`config.mk`:
```
export PLATFORM = sky130hd
export DESIGN_NAME = interrupt_issue_sequencer
export DESIGN_NICKNAME = d
export VERILOG_FILES = /design/src/rtl/interrupt_issue_sequencer.sv
export SDC_FILE = /design/constraint.sdc
export NUM_CORES = 1
export LEC_CHECK = 0
export BUFFER_PORTS_ARGS = -buffer_cell sky130_fd_sc_hd__buf_4
export CAP_MARGIN = 0
export CORE_MARGIN = 3
export CORE_UTILIZATION = 37
export CTS_CLUSTER_DIAMETER = 50
export DETAILED_ROUTE_END_ITERATION = 12
export MAX_ROUTING_LAYER = met4
export SYNTH_ARGS = -nofsm -noshare
export SYNTH_HDL_FRONTEND = slang
export SYNTH_SLANG_ARGS = --single-unit
export TNS_END_PERCENT = 5
```
`constraint.sdc`:
```
create_clock -name i_clk -period 2.9 [get_ports i_clk]
set_input_delay 0 -clock i_clk [delete_from_list [all_inputs] [get_ports i_clk]]
set_output_delay 0 -clock i_clk [all_outputs]
set_load 0.01 [all_outputs]
```
`src/rtl/interrupt_issue_sequencer.sv`:
```
// Issue stage between fetch and decode: forwards fetched opcodes one cycle later and,
// on an interrupt request, drains the pipe with NOPs, then pushes the PC and loads the vector.
module interrupt_issue_sequencer #(
    parameter int unsigned PC_WIDTH     = 32,
    parameter int unsigned DRAIN_CYCLES = 3,
    parameter logic [2:0]  NOP_OPCODE   = 3'b101
) (
    input  logic                i_clk,
    input  logic                i_reset,
    input  logic                i_stall,
    input  logic                i_flush,
    input  logic                i_fetch_valid,
    input  logic [2:0]          i_fetch_op_code,
    input  logic [PC_WIDTH-1:0] i_fetch_pc,
    input  logic                i_int_req,
    output logic [2:0]          o_op_code,
    output logic                o_valid,
    output logic                o_interrupt,
    output logic                o_fetch_hold,
    output logic                o_push_pc,
    output logic                o_load_vector,
    output logic [PC_WIDTH-1:0] o_saved_pc,
    output logic                o_busy
);

    localparam int unsigned CNT_W = 4;

    typedef enum logic [1:0] {
        RUN    = 2'd0,
        DRAIN  = 2'd1,
        PUSH   = 2'd2,
        VECTOR = 2'd3
    } state_t;

    state_t             state;
    logic               pending;
    logic               issued;
    logic [CNT_W-1:0]   counter;
    logic               entry_c;

    // Entry needs a request, a real instruction issued since the last return, and no flush.
    assign entry_c = (state == RUN) && !i_stall && pending && issued && !i_flush;

    always_ff @(posedge i_clk or posedge i_reset) begin
        if (i_reset) begin
            state         <= RUN;
            pending       <= 1'b0;
            issued        <= 1'b1;
            counter       <= '0;
            o_saved_pc    <= '0;
            o_op_code     <= NOP_OPCODE;
            o_valid       <= 1'b0;
            o_interrupt   <= 1'b0;
            o_fetch_hold  <= 1'b0;
            o_push_pc     <= 1'b0;
            o_load_vector <= 1'b0;
            o_busy        <= 1'b0;
        end else begin
            // Requests merge into one; the flag only drops when the entry is taken.
            pending <= entry_c ? 1'b0 : (pending | i_int_req);

            if (!i_stall) begin
                case (state)
                    RUN: begin
                        if (entry_c) begin
                            o_saved_pc   <= i_fetch_pc;
                            o_op_code    <= NOP_OPCODE;
                            o_valid      <= 1'b0;
                            o_interrupt  <= 1'b1;
                            o_fetch_hold <= 1'b1;
                            o_busy       <= 1'b1;
                            counter      <= CNT_W'(DRAIN_CYCLES - 1);
                            state        <= DRAIN;
                        end else if (i_flush) begin
                            o_op_code <= NOP_OPCODE;
                            o_valid   <= 1'b0;
                        end else begin
                            o_op_code <= i_fetch_valid ? i_fetch_op_code : NOP_OPCODE;
                            o_valid   <= i_fetch_valid;
                            if (i_fetch_valid) begin
                                issued <= 1'b1;
                            end
                        end
                    end
                    DRAIN: begin
                        o_op_code <= NOP_OPCODE;
                        o_valid   <= 1'b0;
                        if (counter == '0) begin
                            o_push_pc <= 1'b1;
                            state     <= PUSH;
                        end else begin
                            counter <= counter - 1'b1;
                        end
                    end
                    PUSH: begin
                        o_push_pc     <= 1'b0;
                        o_load_vector <= 1'b1;
                        state         <= VECTOR;
                    end
                    VECTOR: begin
                        o_load_vector <= 1'b0;
                        o_interrupt   <= 1'b0;
                        o_fetch_hold  <= 1'b0;
                        o_busy        <= 1'b0;
                        issued        <= 1'b0;
                        state         <= RUN;
                    end
                    default: state <= RUN;
                endcase
            end
        end
    end

endmodule

```
==> impl_metrics.json <==
{
  "antenna_found_initial": 0,
  "drt_iter0_markers": 62,
  "cts_sinks": 47,
  "synth_edf_count": 0,
  "yosys_warnings": 0,
  "cts_max_level": 2,
  "finalPower_mw": 2.845,
  "fin_crit_sh_pct": 70.90,
  "postSynthCellCount": 157,
  "grt_usage_pct": 15.64,
  "status": "finished clean",
  "firstDrtPassIters": 4,
  "cp-end-kind": "flop",
  "synth.most_common_cell": "dfrtp_1",
  "tightestPinTransition_ns": 0.9631,
  "num-fill-cells": 417,
  "portBuffers": 81,
  "clock_skew_ns": 0.008386,
  "clockBufferDepth": 2,
  "rsz0062_at_grt": "false",
  "min-delay-start": "i_stall",
  "ys.flop_type": "dfrtp_1",
  "slew_headroom_pct": 35.70,
  "synth_top_area_share_pct": 52.47,
  "cts-buffers-inserted": 5,
  "rr_worst_depth": 6,
  "place_congestion": 0.7553,
  "finalHoldViolCount": 0,
  "die_h_um": 81.31,
  "initial_utilization_pct": 39.57,
  "cts-root-buf": "clkbuf_8",
  "dieArea_mm2": 0.006611,
  "diodes": 0,
  "crit_required_ns": 3.08,
  "critical_path_class": "flop to flop",
  "post_drt_via_cell_ratio": 4.609,
  "timing.setup.tns_ns": 0,
  "die_w_um": 81.31,
  "drt_wl_total_um": 4850,
  "path_cells": "inv_1, ha_1, nand4b_2, nor2_4, buf_4, mux2_1",
  "max-vdd-ir-drop_uv": 465.8,
  "synth_cell_types": 38,
  "hold_end": "o_load_vector",
  "hold_depth": 2,
  "worst_ep_arrival_time_ns": 2.23,
  "crit_family": "buffers and inverters",
  "cp-start-kind": "flop",
  "max_stage_delay_ns": 0.42,
  "routed-via-count": 1590,
  "hpwl_um": 3148,
  "wl_per_cell_um": 14.06,
  "async_flop_share_pct": 100.0,
  "drt.antenna.violating_nets": 0,
  "nNetsFinal": 321,
  "synth.area.top_cells": "dfrtp_1 (52%), mux2_1 (17%), dfstp_2 (3.8%)",
  "grt_util_met2_pct": 23.62,
  "r2r_slack_ns": 0.84,
  "met1_usage_pct": 20.62,
  "min_path_type": "primary input to flop",
  "cpMaxStageDelayCell": "dfrtp_1",
  "core.rowCount": 26,
  "grt_max_degree": 48,
  "p_leak_nw": 1.610,
  "clk_pin_slew_ns": 0.08,
  "grt_busiest_layer": "met2",
  "drc": 0,
  "rr_endpoint": "o_saved_pc[15]",
  "grt_pass1_vias": 1499,
  "io_pins": 82,
  "syn_area_per_cell_um2": 13.36,
  "syn_to_final_growth_pct": 54.08,
  "fmax_mhz": 486.4,
  "overflow": 0,
  "synth_top_area_cell": "dfrtp_1",
  "seq_area_frac_synth_pct": 56.23,
  "layout_min_cycle_time_ns": 2.056,
  "syn_area_mm2": 0.002098,
  "r2r-start": "state[0]",
  "path_buf_inv": 2,
  "syn-num-nets": 204,
  "synth.ff_latch_count": 47,
  "crit_fanout": 33,
  "layout-drive-gt1-share_pct": 35.64,
  "slew_violations": 0,
  "cts_tree": "done",
  "grt_pass1_wl_um": 7645,
  "synthTopCellsByCount": "dfrtp_1 (44), mux2_1 (32), inv_1 (11), nor2_1 (7)",
  "grtUsageMet3_pct": 4.102,
  "setup_viol": 0,
  "coreArea_mm2": 0.005303,
  "maxCapViolations": 0,
  "power_density_mw_per_mm2": 879.9,
  "clk_latency_ns": 0.29
}
[worst max-delay path by stage]
stage              from  cells past startpoint              to
2_1_floorplan  state[0]                      6   o_saved_pc[0]
3_3_place_gp   state[0]                      6   o_saved_pc[6]
4_1_cts        state[0]                      6  o_saved_pc[27]
5_1_grt        state[0]                      6  o_saved_pc[25]
3_5_place_dp   state[0]                      6  o_saved_pc[12]
6_report       state[0]                      6  o_saved_pc[15]
[per-stage QoR]
| stage | std cells | instance area (um^2) | setup slack [ns] | hold slack (ns) | util, % |
|---|---|---|---|---|---|
| after global placement | 300 | 2730 | 0.8756 | 0.2171 | 51.49 |
| after global routing | 345 | 3233 | 0.6941 | 0.06484 | 60.97 |
| final | 345 | 3233 | 0.8439 | 0.07111 | 60.97 |
| after detailed placement | 300 | 2730 | 0.8494 | 0.2204 | 51.49 |
| after CTS | 345 | 3233 | 0.8560 | 0.06029 | 60.97 |
| after floorplan | 157 | 2098 | 1.168 | 0.1250 | - |
[logic make-up (layout without fill, tap and decap cells)]
| family | count (synthesis) | after routing | share of synthesized area [%] |
|---|---|---|---|
| DFF | 47 | 47 | 56.23 |
| AOI/OAI and AO/OA | 25 | 25 | 8.289 |
| adders and majority gates | 6 | 6 | 3.578 |
| buffers and inverters | 20 | 138 | 5.366 |
| and+or+nand+nor | 25 | 25 | 8.170 |
| muxes | 34 | 34 | 18.37 |
[worst register-to-register path, cell delays in order (launching register included)]
cell	delay [ns]
dfrtp_1	0.42
inv_1	0.13
ha_1	0.31
nand4b_2	0.21
nor2_4	0.11
buf_4	0.39
mux2_1	0.38
[report_power, final]
part	leakage [nW]	internal (mW)	switching [mW]
Sequential	0.587	0.943	0.167
Clock	0.0654	0.344	0.213
Combinational	0.958	0.645	0.533
Total	1.61	1.93	0.913
[sequential cells by signal, summed over array words and instances, names as in the netlist, 2 cells and up]
| signal | flops |
|---|---|
| o_op_code | 3 |
| o_saved_pc | 32 |
| counter | 4 |
| state | 2 |
[metal layers]
layer	wire length [um]	vias up	share of wire (%)
met4	52	0	1.1
met5	0	-	0
met1	2181	750	45
li1	-	781	-
met3	411	6	8.5
met2	2204	53	45
[final cells by class]
cell class,count,area (um^2),area share [%]
Clock inverter,2,60.06,1.858
Inverter,11,41.29,1.277
Tap cell,70,87.58,2.709
Timing Repair Buffer,119,985.9,30.50
Multi-Input combinational cell,90,805.8,24.92
Sequential cell,47,1180,36.49
Clock buffer,6,72.57,2.245
[cells in the final DEF (no fill, tap or decap), types with 2 or more instances in the layout]
cell,count
buf_4,82
dfrtp_1,44
dlygate4sd3_1,37
mux2_1,32
inv_1,10
nor2_1,7
o21ai_1,6
ha_1,6
clkbuf_8,5
nand2_1,3
nand2b_1,3
a21oi_1,3
a22o_1,3
dfstp_2,3
a21o_1,2
nor3_1,2
nand3_1,2
bufinv_16,2
[what timing repair did]
| action | CTS | global route |
|---|---|---|
| resized for setup | 0 | 0 |
| endpoints found under the hold margin | 80 | 0 |
| hold buffers | 37 | 0 |
| setup buffers | 0 | 0 |
(Power assumes the default switching activity.)
